--- src/rtl/ps2_entry_pkg.sv ---
// Shared types and scancode constants for the PS/2 message-entry controller.
package ps2_entry_pkg;

    localparam int unsigned DEPTH_DEF    = 28;
    localparam int unsigned IDX_W_DEF    = 5;
    localparam logic [7:0]  PAD_BYTE_DEF = 8'h00;

    localparam logic [7:0] SC_BREAK  = 8'hF0;
    localparam logic [7:0] SC_EXT    = 8'hE0;
    localparam logic [7:0] SC_ENTER  = 8'h5A;
    localparam logic [7:0] SC_BKSP   = 8'h66;
    localparam logic [7:0] SC_ESC    = 8'h76;
    localparam logic [7:0] SC_LSHIFT = 8'h12;
    localparam logic [7:0] SC_RSHIFT = 8'h59;

    typedef enum logic [2:0] {
        ST_ENTRY = 3'd0,
        ST_BRK   = 3'd1,
        ST_EXT   = 3'd2,
        ST_CLEAR = 3'd3,
        ST_DONE  = 3'd4
    } state_e;

    function automatic logic is_shift_code(input logic [7:0] code);
        return (code == SC_LSHIFT) || (code == SC_RSHIFT);
    endfunction

endpackage

--- src/rtl/ps2_scan_to_ascii.sv ---
// Combinational set-2 make-code to ASCII translation for letters, digits and space.
module ps2_scan_to_ascii
    import ps2_entry_pkg::*;
(
    input  logic [7:0] scancode,
    input  logic       shift,
    output logic [7:0] ascii,
    output logic       printable
);

    logic [7:0] lower;
    logic       letter;

    always_comb begin
        lower     = 8'h00;
        letter    = 1'b0;
        printable = 1'b1;
        case (scancode)
            8'h1C: begin lower = 8'h61; letter = 1'b1; end
            8'h32: begin lower = 8'h62; letter = 1'b1; end
            8'h21: begin lower = 8'h63; letter = 1'b1; end
            8'h23: begin lower = 8'h64; letter = 1'b1; end
            8'h24: begin lower = 8'h65; letter = 1'b1; end
            8'h2B: begin lower = 8'h66; letter = 1'b1; end
            8'h34: begin lower = 8'h67; letter = 1'b1; end
            8'h33: begin lower = 8'h68; letter = 1'b1; end
            8'h43: begin lower = 8'h69; letter = 1'b1; end
            8'h3B: begin lower = 8'h6A; letter = 1'b1; end
            8'h42: begin lower = 8'h6B; letter = 1'b1; end
            8'h4B: begin lower = 8'h6C; letter = 1'b1; end
            8'h3A: begin lower = 8'h6D; letter = 1'b1; end
            8'h31: begin lower = 8'h6E; letter = 1'b1; end
            8'h44: begin lower = 8'h6F; letter = 1'b1; end
            8'h4D: begin lower = 8'h70; letter = 1'b1; end
            8'h15: begin lower = 8'h71; letter = 1'b1; end
            8'h2D: begin lower = 8'h72; letter = 1'b1; end
            8'h1B: begin lower = 8'h73; letter = 1'b1; end
            8'h2C: begin lower = 8'h74; letter = 1'b1; end
            8'h3C: begin lower = 8'h75; letter = 1'b1; end
            8'h2A: begin lower = 8'h76; letter = 1'b1; end
            8'h1D: begin lower = 8'h77; letter = 1'b1; end
            8'h22: begin lower = 8'h78; letter = 1'b1; end
            8'h35: begin lower = 8'h79; letter = 1'b1; end
            8'h1A: begin lower = 8'h7A; letter = 1'b1; end
            8'h45: lower = 8'h30;
            8'h16: lower = 8'h31;
            8'h1E: lower = 8'h32;
            8'h26: lower = 8'h33;
            8'h25: lower = 8'h34;
            8'h2E: lower = 8'h35;
            8'h36: lower = 8'h36;
            8'h3D: lower = 8'h37;
            8'h3E: lower = 8'h38;
            8'h46: lower = 8'h39;
            8'h29: lower = 8'h20;
            default: printable = 1'b0;
        endcase
    end

    // Lowercase and uppercase ASCII letters differ only in bit 5.
    assign ascii = (shift && letter) ? (lower & 8'hDF) : lower;

endmodule

--- src/rtl/ps2_entry_ctrl.sv ---
// PS/2 scancode to datastore write-port controller with Enter/Backspace/Escape handling.
// Optional feature macro: ENTRY_SHIFT_EN (shift-key tracking for uppercase letters).
module ps2_entry_ctrl
    import ps2_entry_pkg::*;
#(
    parameter int unsigned DEPTH    = DEPTH_DEF,
    parameter int unsigned IDX_W    = IDX_W_DEF,
    parameter logic [7:0]  PAD_BYTE = PAD_BYTE_DEF
) (
    input  logic             clk,
    input  logic             resetn,
    input  logic [7:0]       scan_byte,
    input  logic             scan_valid,
    output logic [7:0]       ds_data,
    output logic [IDX_W-1:0] ds_index,
    output logic             ds_we,
    output logic [IDX_W-1:0] msg_len,
    output logic             msg_done,
    output logic             busy,
    output logic             overflow
);

    localparam logic [IDX_W-1:0] DEPTH_L = IDX_W'(DEPTH);
    localparam logic [IDX_W-1:0] LAST_L  = IDX_W'(DEPTH - 1);
    localparam logic [IDX_W-1:0] ONE_L   = IDX_W'(1);

    state_e           state_q,    state_d;
    logic [IDX_W-1:0] len_q,      len_d;
    logic [IDX_W-1:0] sweep_q,    sweep_d;
    logic [7:0]       ds_data_q,  ds_data_d;
    logic [IDX_W-1:0] ds_index_q, ds_index_d;
    logic             ds_we_q,    ds_we_d;
    logic             done_q,     done_d;
    logic             busy_q,     busy_d;
    logic             ovf_q,      ovf_d;
    logic             shift_q,    shift_d;

    logic [7:0]       xl_ascii;
    logic             xl_printable;
    state_e           home_st;
    logic             wr_ok;

    ps2_scan_to_ascii u_xlat (
        .scancode  (scan_byte),
        .shift     (shift_q),
        .ascii     (xl_ascii),
        .printable (xl_printable)
    );

    // BRK/EXT fall back to DONE when the message is frozen, otherwise to ENTRY.
    assign home_st = done_q ? ST_DONE : ST_ENTRY;
    // A write landing right after another is dropped so strobes are never back to back.
    assign wr_ok   = !ds_we_q;

    always_comb begin
        state_d    = state_q;
        len_d      = len_q;
        sweep_d    = sweep_q;
        ds_data_d  = ds_data_q;
        ds_index_d = ds_index_q;
        ds_we_d    = 1'b0;
        done_d     = done_q;
        busy_d     = 1'b0;
        ovf_d      = ovf_q;
        shift_d    = shift_q;

        if (state_q == ST_CLEAR) begin
            ds_we_d    = 1'b1;
            ds_data_d  = PAD_BYTE;
            ds_index_d = sweep_q;
            busy_d     = 1'b1;
            sweep_d    = sweep_q + ONE_L;
            if (sweep_q == LAST_L) begin
                state_d = ST_ENTRY;
            end
        end else if (scan_valid) begin
            if (scan_byte == SC_ESC) begin
                // First sweep pulse (index 0) issues on the Escape edge itself.
                state_d    = ST_CLEAR;
                ds_we_d    = 1'b1;
                ds_data_d  = PAD_BYTE;
                ds_index_d = '0;
                sweep_d    = ONE_L;
                busy_d     = 1'b1;
                len_d      = '0;
                done_d     = 1'b0;
                ovf_d      = 1'b0;
            end else begin
                case (state_q)
                    ST_ENTRY: begin
                        if (scan_byte == SC_BREAK) begin
                            state_d = ST_BRK;
                        end else if (scan_byte == SC_EXT) begin
                            state_d = ST_EXT;
                        end else if (xl_printable) begin
                            if (len_q == DEPTH_L) begin
                                ovf_d = 1'b1;
                            end else if (wr_ok) begin
                                ds_we_d    = 1'b1;
                                ds_data_d  = xl_ascii;
                                ds_index_d = len_q;
                                len_d      = len_q + ONE_L;
                            end
                        end else if (scan_byte == SC_BKSP) begin
                            if ((len_q != '0) && wr_ok) begin
                                ds_we_d    = 1'b1;
                                ds_data_d  = PAD_BYTE;
                                ds_index_d = len_q - ONE_L;
                                len_d      = len_q - ONE_L;
                            end
                        end else if (scan_byte == SC_ENTER) begin
                            if (len_q != '0) begin
                                done_d  = 1'b1;
                                state_d = ST_DONE;
                            end
                        end else begin
`ifdef ENTRY_SHIFT_EN
                            if (is_shift_code(scan_byte)) begin
                                shift_d = 1'b1;
                            end
`endif
                        end
                    end
                    ST_DONE: begin
                        if (scan_byte == SC_BREAK) begin
                            state_d = ST_BRK;
                        end else if (scan_byte == SC_EXT) begin
                            state_d = ST_EXT;
                        end else begin
`ifdef ENTRY_SHIFT_EN
                            if (is_shift_code(scan_byte)) begin
                                shift_d = 1'b1;
                            end
`endif
                        end
                    end
                    ST_BRK: begin
`ifdef ENTRY_SHIFT_EN
                        if (is_shift_code(scan_byte)) begin
                            shift_d = 1'b0;
                        end
`endif
                        state_d = home_st;
                    end
                    ST_EXT: begin
                        state_d = (scan_byte == SC_BREAK) ? ST_BRK : home_st;
                    end
                    default: state_d = ST_ENTRY;
                endcase
            end
        end
    end

    always_ff @(posedge clk or negedge resetn) begin
        if (!resetn) begin
            state_q    <= ST_ENTRY;
            len_q      <= '0;
            sweep_q    <= '0;
            ds_data_q  <= '0;
            ds_index_q <= '0;
            ds_we_q    <= 1'b0;
            done_q     <= 1'b0;
            busy_q     <= 1'b0;
            ovf_q      <= 1'b0;
            shift_q    <= 1'b0;
        end else begin
            state_q    <= state_d;
            len_q      <= len_d;
            sweep_q    <= sweep_d;
            ds_data_q  <= ds_data_d;
            ds_index_q <= ds_index_d;
            ds_we_q    <= ds_we_d;
            done_q     <= done_d;
            busy_q     <= busy_d;
            ovf_q      <= ovf_d;
            shift_q    <= shift_d;
        end
    end

    assign ds_data  = ds_data_q;
    assign ds_index = ds_index_q;
    assign ds_we    = ds_we_q;
    assign msg_len  = len_q;
    assign msg_done = done_q;
    assign busy     = busy_q;
    assign overflow = ovf_q;

endmodule

--- config.mk ---
export PLATFORM = sky130hd
export DESIGN_NAME = ps2_entry_ctrl
export DESIGN_NICKNAME = d
export VERILOG_FILES = /design/src/rtl/ps2_entry_pkg.sv /design/src/rtl/ps2_scan_to_ascii.sv /design/src/rtl/ps2_entry_ctrl.sv
export SDC_FILE = /design/constraint.sdc
export NUM_CORES = 1
export LEC_CHECK = 0
export ABC_AREA = 1
export BUFFER_PORTS_ARGS = -buffer_cell sky130_fd_sc_hd__buf_4
export CORE_ASPECT_RATIO = 0.6
export CORE_MARGIN = 4
export CORE_UTILIZATION = 55
export DETAILED_ROUTE_END_ITERATION = 8
export GPL_TIMING_DRIVEN = 0
export PLACE_DENSITY = 0.76
export SETUP_SLACK_MARGIN = 0.2
export SYNTH_ARGS = -nofsm -noshare
export SYNTH_HDL_FRONTEND = slang
export SYNTH_HIERARCHICAL = 1
export SYNTH_SLANG_ARGS = --single-unit
--- constraint.sdc ---
create_clock -name clk -period 2.2 [get_ports clk]
set_input_delay 0.33 -clock clk [delete_from_list [all_inputs] [get_ports clk]]
set_output_delay 0.33 -clock clk [all_outputs]
set_load 0.02 [all_outputs]
# Word level (Yosys, flattened, before mapping)
# Index checks and enable logic that the tools add are counted.
[word_totals]
regBits = 30
input_bits = 11
[op_classes]
reduce_logical = 23
n_addsub = 3
n_bitwise = 1
eq_ne = 64
muxes = 77
[ops]
columns = ["cell", "count"]
rows = [
  ["$pmux 7 s37", 1],
  ["$eq 8x6->1 const B", 23],
  ["$mux 5", 21],
  ["$mux 8", 11],
  ["$eq 8x7->1 const B", 10],
  ["$eq 8x5->1 const B", 7],
  ["$mux 3", 14],
  ["$reduce_or 37->1", 1],
  ["$mux 1", 29],
  ["$ne 6x6->1 const B", 4],
  ["$reduce_and 9->1", 2],
  ["$eq 8x8->1 const B", 2],
  ["$reduce_and 7->1", 2],
  ["$reduce_bool 2->1", 7],
  ["$ne 3x3->1 const B", 4],
  ["$pmux 3 s4", 1],
  ["$add 5x1->5 const B", 2],
  ["$eq 5x5->1 const B", 2],
  ["$reduce_bool 3->1", 3],
  ["$ne 2x2->1 const B", 4],
  ["$ne 4x4->1 const B", 2],
  ["$reduce_and 8->1", 1],
  ["$reduce_bool 4->1", 2],
  ["$eq 3x2->1 const B", 2],
  ["11 further kinds", 11],
]

# Depth between registers and ports, before layout
# Gate-level depths: netlist of the first run.
[logic_depth]
depth_word = 11
ltp_mapped = 20

# Modules after synthesis
# The synthesis of the first run kept the hierarchy.
[by_module_without_submodules]
columns = ["module", "n_inst", "area_per_inst_um2", "cells_per_inst"]
rows = [
  ["ps2_entry_ctrl", 1, 2138.3, 321],
  ["ps2_scan_to_ascii", 1, 698.2, 149],
]

# Least setup slack after synthesis of the first run
# No wires, ideal clock.
[synth_path]
path_type = "input to register"
from = "input scan_byte[7]"
to = "register len_q[3], in the netlist msg_len[3]"
path_stages = 17
setup_slack_ns = 0.068
t_arrival_ns = 2.014
setup_ns = 0.118
path_cell_list = "inv_1 -> nand2_4 -> nor2_2 -> buf_6 -> nand2_2 -> nand2_1 -> nor2_1 -> nand2_1 -> nor2_2 -> nand3_1 -> buf_2 -> clkbuf_1 -> o21ai_0 -> a21oi_1 -> nor2_1 -> nand3_1 -> nand2_1"
[synth_between]
elab_chain_len = 8
[synth_lines]
columns = ["item", "line", "source"]
rows = [
  ["from (decl)", "ps2_entry_ctrl.sv:12", "input logic [7:0] scan_byte,"],
  ["$eq 8x7->1 (tied with other cells)", "ps2_scan_to_ascii.sv:18", "case (scancode)"],
  ["$reduce_or 37->1 (no line) (*)", "n/a", ""],
  ["$mux 1 (*)", "ps2_scan_to_ascii.sv:18", ""],
  ["net xl_printable", "ps2_entry_ctrl.sv:39", "logic xl_printable;"],
  ["$mux 5", "ps2_entry_ctrl.sv:95", "end else if (xl_printable) begin"],
  ["$mux 5", "ps2_entry_ctrl.sv:93", "end else if (scan_byte == SC_EXT) begin"],
  ["$mux 5", "ps2_entry_ctrl.sv:91", "if (scan_byte == SC_BREAK) begin"],
  ["$mux 5", "ps2_entry_ctrl.sv:89", "case (state_q)"],
  ["$mux 5", "ps2_entry_ctrl.sv:77", "if (scan_byte == SC_ESC) begin"],
  ["to (signal assigned)", "ps2_entry_ctrl.sv:168", "len_q <= len_d;"],
  ["to (decl)", "ps2_entry_ctrl.sv:28", "logic [IDX_W-1:0] len_q, len_d;"],
]
# The timed path passes the listed nets; every way through them passes the cells marked *. The select of a mux whose other input is x is not followed.
# A chain may end at the register's enable or synchronous reset.

# Worst setup path after layout of the first run
[layout_path]
from = "input scan_byte[7]"
to = "register done_q, in the netlist msg_done"
[layout_between]
elab_chain_len = 5
[layout_lines]
columns = ["item", "line", "source"]
rows = [
  ["$eq 8x7->1 (tied with other cells)", "ps2_scan_to_ascii.sv:18", ""],
  ["$reduce_or 37->1 (no line) (*)", "n/a", ""],
  ["$mux 1 (*)", "ps2_scan_to_ascii.sv:18", ""],
  ["net xl_printable", "ps2_entry_ctrl.sv:39", ""],
  ["$ne 2x2->1 (no line) (*)", "n/a", ""],
  ["$reduce_and 9->1 (no line) (*)", "n/a", ""],
  ["to (signal assigned)", "ps2_entry_ctrl.sv:173", "done_q <= done_d;"],
  ["to (decl)", "ps2_entry_ctrl.sv:33", "logic done_q, done_d;"],
]
# The timed path passes the listed nets; every way through them passes the cells marked *.

==> impl_metrics.csv, run 1 <==
group,metric,value,unit
floorplan,dieArea,6410,sq um
worst_setup_path,crit_chain,"buf_12 > inv_12 > nand2_8 > nor2_4 > buf_6 > nand2_2 > nand2_2 > nor2_2 > nand2_2 > nor2_4 > nand3_4 > buf_8 > nor2_4 > nand2_1 > nor2_2 > nand3_2 > nand2_4 > buf_6 > nand3_2 > nand2_1 > o21ai_1",
global_route,global_route.overflow_total,0,
power_and_ir_drop,powerDensity,749,nW/um^2
timing,grt_setup_unrepaired,"true",
clock_network,cts_inserted_buffers,5,
drt,detail-route-antenna-nets,0,
timing,max_freq,0.463,GHz
placement,placed_cell_area,3210,sq um
worst_setup_path,setup.worst_path.start_class,"primary input",
power_and_ir_drop,power.share.switching,46.8,%
logic_synthesis,async_flop_share,100,%
placement,place.gp.congestion,1.02,
drt,total_routed_wirelength,9450,um
worst_setup_path,path_max_fanout,6,
clock_network,clock_tree.root_cell,"sky130_fd_sc_hd__clkbuf_8",
clock_network,tritoncts,"done",
logic_synthesis,post-synth-top-area-fraction,26.5,%
logic_synthesis,post_synth_top_flop,"sky130_fd_sc_hd__dfrtp_1",
logic_synthesis,post_synth_inst_count,470,
power_and_ir_drop,clock_network_fraction_of_design_power,15.4,%
timing,report.final.setup_viol,0,
logic_synthesis,synth_seq_cells,30,
global_route,vias_in_the_first_global_route,2986,
worst_setup_path,crit_path_category,"primary input to register",
clock_network,tritoncts_num_sinks,30,
logic_synthesis,synth_area_leader,"sky130_fd_sc_hd__dfrtp_1",
worst_setup_path,cpMaxStageDelayCell,"sky130_fd_sc_hd__buf_8",
worst_setup_path,critical_path.max_stage_delay,170,ps
logic_synthesis,post_synth.cell_area_avg,6.04,sq um
power_and_ir_drop,p_leak,2.25,nW
run_status,status,"complete, no violations",
power_and_ir_drop,irDropWorstVdd,0.750,mV
timing,hold_viol,0,
drt,dr.pass1.iters,6,
floorplan,std_cell_rows,19,
logic_synthesis,netlist_top_cells_area,"sky130_fd_sc_hd__dfrtp_1, sky130_fd_sc_hd__nand2_1, sky130_fd_sc_hd__nand3_1",
layout,net_count_reported_at_finish,554,
logic_synthesis,postSynthNetCount,487,
timing,final_period_minus_worst_setup_slack,2160,ps
power_and_ir_drop,power.net_switching,1.41,mW
layout,n_antenna_cell,0,
layout,post-route-cell-area,4020,sq um
global_route,largest_net_degree_at_the_start_of_global_routing,31,
power_and_ir_drop,p_comb_share,55.8,%
power_and_ir_drop,cell_internal_pwr,1.60,mW
global_route,global_route.usage.total,27.4,%
timing,final.setup_skew,6.79,ps
worst_setup_path,worstSetupEndpointType,"register",
floorplan,starting_density_of_the_core,59.4,%
floorplan,chipWidth,101,um
power_and_ir_drop,finalPower,3.01,mW
layout,layout-drive-gt1-share,37.9,%
logic_synthesis,synth_edf_count,0,
clock_network,cts.path.max_buffers,2,
floorplan,top_level_ports,33,
layout,layout_common_cells,"sky130_fd_sc_hd__nand2_1, sky130_fd_sc_hd__nor2_1, sky130_fd_sc_hd__nand3_1, sky130_fd_sc_hd__buf_4, sky130_fd_sc_hd__nand2_2",
drt,drt_iter0_drc,309,
logic_synthesis,portion_of_the_post_synthesis_area_used_by_sequential_elements,26.5,%
clock_network,cts.clk_slew.worst_paths,60,ps
floorplan,fp.coreArea,4780,sq um
placement,numPortBuffers,32,
timing,timing.final.crit_share,98.1,%
power_and_ir_drop,seqPwrFrac,28.8,%
logic_synthesis,syn-cell-area,2840,sq um
drt,route.detailed.drc,0,
logic_synthesis,synthDistinctLibCells,34,
layout,synthToLayoutAreaGrowth,41.8,%
logic_synthesis,ys.warnings.count,6,
worst_setup_path,cp.required,2360,ps
drt,wl_per_cell,15.7,um
drt,avgViaCountPerCell,5.76,
floorplan,fp.dieH,63.6,um
clock_network,insertion_delay,280,ps
drt,vias_post_dr,3460,
global_route,antenna_found_initial,0,
flow_run,maxCapViolations,0,
layout,layout_commonest_cell,"sky130_fd_sc_hd__nand2_1",
worst_hold_path,worstHoldPathType,"primary input to register",
placement,detailed_place_hpwl,6030,um
timing,final_max_slew_viol_count,0,
clock_network,clock_tree.htree_level_count,2,
global_route,grt_first_pass_wirelength,14200,um
worst_setup_path,worstPathArrival,2320,ps
==> final timing paths <==
| path | from | endpoint | slack, ps | depth (start not counted) |
|---|---|---|---|---|
| worst min-delay path | scan_valid | msg_done | 370 | 3 |
| worst max-delay path | scan_byte[7] | msg_done | 40 | 21 |
| worst min register to register | ds_data[3] | ds_data[3] | 480 | 2 |
| worst max register to register | msg_len[0] | ds_index[3] | 330 | 11 |
| max in group asynchronous | resetn | state_q[0] | 1420 | 2 |
| min in group asynchronous | resetn | ds_data[3] | 500 | 2 |
==> synth_stat cells (2+ instances only) <==
library cell / n
sky130_fd_sc_hd__buf_4: 3
sky130_fd_sc_hd__nor4_1: 2
sky130_fd_sc_hd__nor3_1: 3
sky130_fd_sc_hd__o22ai_1: 2
sky130_fd_sc_hd__a21oi_1: 10
sky130_fd_sc_hd__nand4_1: 10
sky130_fd_sc_hd__nor2_1: 65
sky130_fd_sc_hd__nand2_4: 3
sky130_fd_sc_hd__buf_6: 5
sky130_fd_sc_hd__ha_1: 6
sky130_fd_sc_hd__dfrtp_1: 30
sky130_fd_sc_hd__o21ai_0: 22
sky130_fd_sc_hd__nand3_1: 50
sky130_fd_sc_hd__nand2_2: 14
sky130_fd_sc_hd__inv_1: 38
sky130_fd_sc_hd__buf_2: 2
sky130_fd_sc_hd__nand2_1: 163
sky130_fd_sc_hd__o21ai_1: 2
sky130_fd_sc_hd__inv_2: 8
sky130_fd_sc_hd__nand3_2: 2
sky130_fd_sc_hd__nor2_2: 14
sky130_fd_sc_hd__conb_1: 2
sky130_fd_sc_hd__nor2_4: 3
==> layer usage <==
layer | routed length (um) | global-route usage [%]
met1 | 4230 | 42.6
met2 | 4050 | 38.9
met3 | 945 | 5.07
met4 | 226 | 5.55
met5 | 0 | 0
==> final cells by class <==
class                           instances  area (sq um)
Inverter                               46           194
Buffer                                 11           111
Tap cell                               63          78.8
Sequential cell                        30           751
Clock inverter                          2          12.5
Multi-Input combinational cell        383          2260
Timing Repair Buffer                   60           536
Clock buffer                            6          82.6
Fill cell                             280           757
==> sequential cells by signal, indices dropped and copies added (netlist names) <==
name	flops
ds_data	8
ds_index	5
msg_len	5
sweep_q	5
state_q	3
busy	1
ds_we	1
msg_done	1
overflow	1
==> logic make-up (layout without fill, tap and decap cells) <==
group,after synthesis,after routing,share of synthesized area [%]
other,2,2,0.265
flip-flops,30,30,26.5
adder cells (fa/ha/maj),6,6,2.65
AO/OA/AOI/OAI,40,40,7.98
AND/OR/NAND/NOR,335,335,53.3
buffers and inverters,57,125,9.35
==> repair_timing <==
action	CTS	global route
gates resized for setup	63	86
setup endpoints to repair	23	24
hold buffers	1	0
pin swaps	36	46
hold endpoints to repair	30	0
buffers inserted	16	8
gates cloned	3	0
==> worst max-delay path: cells and delay by family <==
kind,cells,cell delay (ps)
AO/OA/AOI/OAI,1,60
buffers and inverters,5,530
AND/OR/NAND/NOR,15,1380
==> power by group through the flow <==
| stage | clock network [mW] | registers (mW) | logic, mW |
|---|---|---|---|
| floorplan | 0 | 0.962 | 0.832 |
| global placement | 0 | 0.858 | 1.35 |
| detailed placement | 0 | 0.862 | 1.38 |
| CTS | 0.468 | 0.854 | 1.46 |
| global route | 0.504 | 0.890 | 1.84 |
| finish | 0.465 | 0.867 | 1.68 |
==> through the flow <==
step / worst slack [ps] / instances / hold WS (ps) / TNS, ps / utilization (%)
2_1_floorplan: 189 / 470 / 34.4 / 0 / -
3_3_place_gp: -330 / 565 / 273 / -4600 / 67.2
3_5_place_dp: -364 / 565 / 274 / -5260 / 67.2
4_1_cts: 88.8 / 593 / 348 / 0 / 76.9
5_1_grt: -61.5 / 601 / 364 / -186 / 84.2
6_report: 41.7 / 601 / 367 / 0 / 84.2
Note: power is estimated with default switching activity, not from simulation.
==> inputs of run 2 (changes only) <==
==> constraint.sdc (replaced) <==
create_clock -name clk -period 2.7 [get_ports clk]
set_input_delay 0.27 -clock clk [delete_from_list [all_inputs] [get_ports clk]]
set_output_delay 0.27 -clock clk [all_outputs]
set_load 0.02 [all_outputs]
==> impl_metrics.csv, run 2 (synthesized netlist as in run 1, its figures left out) <==
group,metric,value,unit
drt,route.detailed.drc,0,
global_route,antenna_found_initial,0,
timing,grt_setup_unrepaired,"false",
layout,post_layout_nonfiller_instances,574,
timing,final_period_minus_worst_setup_slack,2300,ps
clock_network,tritoncts_num_sinks,30,
power_and_ir_drop,powerDensity,724,nW/um^2
timing,final.setup.worst_slack,400,ps
clock_network,insertion_delay,290,ps
drt,drt_iter0_drc,276,
clock_network,tritoncts,"done",
clock_network,cts_inserted_buffers,5,
floorplan,dieArea,6410,sq um
timing,timing.final.crit_share,85.2,%
global_route,grt_first_pass_wirelength,12600,um
timing,finalHoldWorstSlack,320,ps
worst_setup_path,reg2reg_to,"msg_len[0]",
timing,final.setup_skew,8.06,ps
global_route,vias_in_the_first_global_route,2708,
clock_network,clock_tree.root_cell,"sky130_fd_sc_hd__clkbuf_8",
global_route,largest_net_degree_at_the_start_of_global_routing,31,
floorplan,fp.dieH,63.6,um
worst_setup_path,crit_path_start,"scan_byte[7]",
placement,place.gp.congestion,0.945,
global_route,global_route.overflow_total,0,
drt,vias_post_dr,3084,
clock_network,cts.path.max_buffers,2,
layout,largest_register_ff_count,8,
drt,total_routed_wirelength,7500,um
worst_setup_path,crit_path_category,"primary input to register",
layout,synthToLayoutAreaGrowth,17.1,%
worst_setup_path,worstPathArrival,2480,ps
drt,detail-route-antenna-nets,0,
power_and_ir_drop,p_leak,1.92,nW
floorplan,top_level_ports,33,
placement,detailed_place_hpwl,5930,um
drt,wl_per_cell,13.1,um
worst_setup_path,path_max_fanout,10,
placement,placed_cell_area,3160,sq um
global_route,global_route.usage.total,24.1,%
floorplan,fp.coreArea,4780,sq um
worst_hold_path,worstHoldPathType,"primary input to register",
worst_setup_path,worstReg2RegStart,"msg_len[0]",
drt,highest_layer,"met4",
worst_setup_path,reg2regPathDepth,10,
clock_network,cts.clk_slew.worst_paths,70,ps
worst_setup_path,worst_setup_path_endpoint,"ds_index[3]",
floorplan,std_cell_rows,19,
worst_setup_path,crit_chain,"buf_4 > inv_1 > nand2_4 > nor2_2 > buf_6 > nand2_1 > nand2_1 > nor2_1 > nand2_1 > nor2_2 > nand3_2 > buf_2 > inv_1 > or2_2 > nand2_1 > o21ai_0 > nand3_1 > nand2_1",
layout,layout_common_cells,"sky130_fd_sc_hd__nand2_1, sky130_fd_sc_hd__nor2_1, sky130_fd_sc_hd__nand3_1, sky130_fd_sc_hd__inv_1, sky130_fd_sc_hd__buf_4",
floorplan,starting_density_of_the_core,59.4,%
drt,wl_met2,2920,um
placement,preCtsSetupSlack,-63.0,ps
timing,max_freq,0.435,GHz
layout,layout-drive-gt1-share,19.6,%
worst_setup_path,worstSetupEndpointType,"register",
drt,detailroute.wirelength.met3,687,um
floorplan,chipWidth,101,um
placement,numPortBuffers,32,
run_status,status,"complete, no violations",
worst_setup_path,crit_top_cell,"sky130_fd_sc_hd__nand2_1",
clock_network,clock_tree.htree_level_count,2,
timing,final_max_slew_viol_count,0,
timing,hold_viol,0,
placement,dpl.cell_count,565,
worst_setup_path,critical_path.max_stage_delay,290,ps
clock_network,cts_setup_buffers,0,
worst_setup_path,setup.worst_path.start_class,"primary input",
drt,avgViaCountPerCell,5.37,
drt,drt-met1-wl,3860,um
layout,layout_commonest_cell,"sky130_fd_sc_hd__nand2_1",
worst_setup_path,critical_path_buf_inv_count,5,
power_and_ir_drop,irDropWorstVdd,0.639,mV
timing,report.final.setup_viol,0,
worst_setup_path,cp_num_cells,18,
worst_setup_path,cp.required,2880,ps
layout,net_count_reported_at_finish,527,
worst_setup_path,ff2ff_setup_slack,830,ps
layout,n_antenna_cell,0,
drt,dr.pass1.iters,5,
worst_setup_path,worst_path_dominant_cell_family,"simple AND/OR/NAND/NOR gates",
flow_run,maxCapViolations,0,
worst_setup_path,cpMaxStageDelayCell,"sky130_fd_sc_hd__or2_2",
layout,post-route-cell-area,3320,sq um
-- run 2: cell count changes in the layout (fill, tap and decap cells not counted), moves of 10 or more --
cell / delta
sky130_fd_sc_hd__nand2_2: -29
sky130_fd_sc_hd__nand2_1: +52
sky130_fd_sc_hd__buf_6: -10
sky130_fd_sc_hd__nor2_1: +12
sky130_fd_sc_hd__buf_4: -10
sky130_fd_sc_hd__nand2_4: -22
sky130_fd_sc_hd__nor2_4: -17
-- run 2: how the worst min path moves through the flow --
stage | start | endpoint | slack (ps) | depth (start not counted)
final | scan_valid | msg_done | 320 | 3
after global routing | scan_valid | msg_done | 340 | 3
after CTS | scan_valid | msg_done | 310 | 3
after detailed placement | resetn | ds_data[3] | 220 | 1
after global placement | resetn | ds_data[4] | 210 | 1
after floorplan | resetn | busy | -30 | 0
-- run 2: routing by layer --
metal	track usage (%)	up-vias
met4	3.03	0
met5	0	-
met3	5.29	4
met2	32.8	142
met1	38.9	1360
li1	-	1578
-- run 2: per-stage QoR --
stage               TNS (ps)  total power [mW]  utilization, %
finish                     0              2.41            69.5
detailed placement     -98.2              1.81            66.0
global route               0              2.59            69.5
floorplan                  0              1.45               -
CTS                        0              2.39            69.2
global placement        -143              1.80            66.0
-- run 2: layout make-up --
type | instances | area, sq um
fillers | 439 | 1460
flip-flops and latches | 30 | 751
well taps | 63 | 78.8
clock buffers | 6 | 82.6
clock inverters | 2 | 60.1
multi-input cells | 383 | 1830
inverters | 46 | 173
repair buffers | 33 | 250
plain buffers | 11 | 93.8
-- run 2: where the power goes --
group | switching, mW | internal, mW | leakage, nW
Clock | 0.179 | 0.394 | 0.0714
Sequential | 0.134 | 0.565 | 0.383
Combinational | 0.713 | 0.421 | 1.47
-- run 2: worst register-to-register path: stages (launching register included) --
cell and delay, ps:
sky130_fd_sc_hd__dfrtp_1 470, sky130_fd_sc_hd__inv_1 140, sky130_fd_sc_hd__ha_1 260, sky130_fd_sc_hd__nand3_1 140
sky130_fd_sc_hd__nand2_1 90, sky130_fd_sc_hd__nor2_1 120, sky130_fd_sc_hd__nor2_1 50, sky130_fd_sc_hd__nand2_1 190
sky130_fd_sc_hd__nand2_1 160, sky130_fd_sc_hd__nand2_1 90, sky130_fd_sc_hd__nand2_1 50
-- run 2: what timing repair did --
item / 4_1_cts / 5_1_grt
resized for setup: 0 / 5
endpoints found under the setup margin: 0 / 21
hold buffers: 1 / 0
hold endpoints to repair: 30 / 0
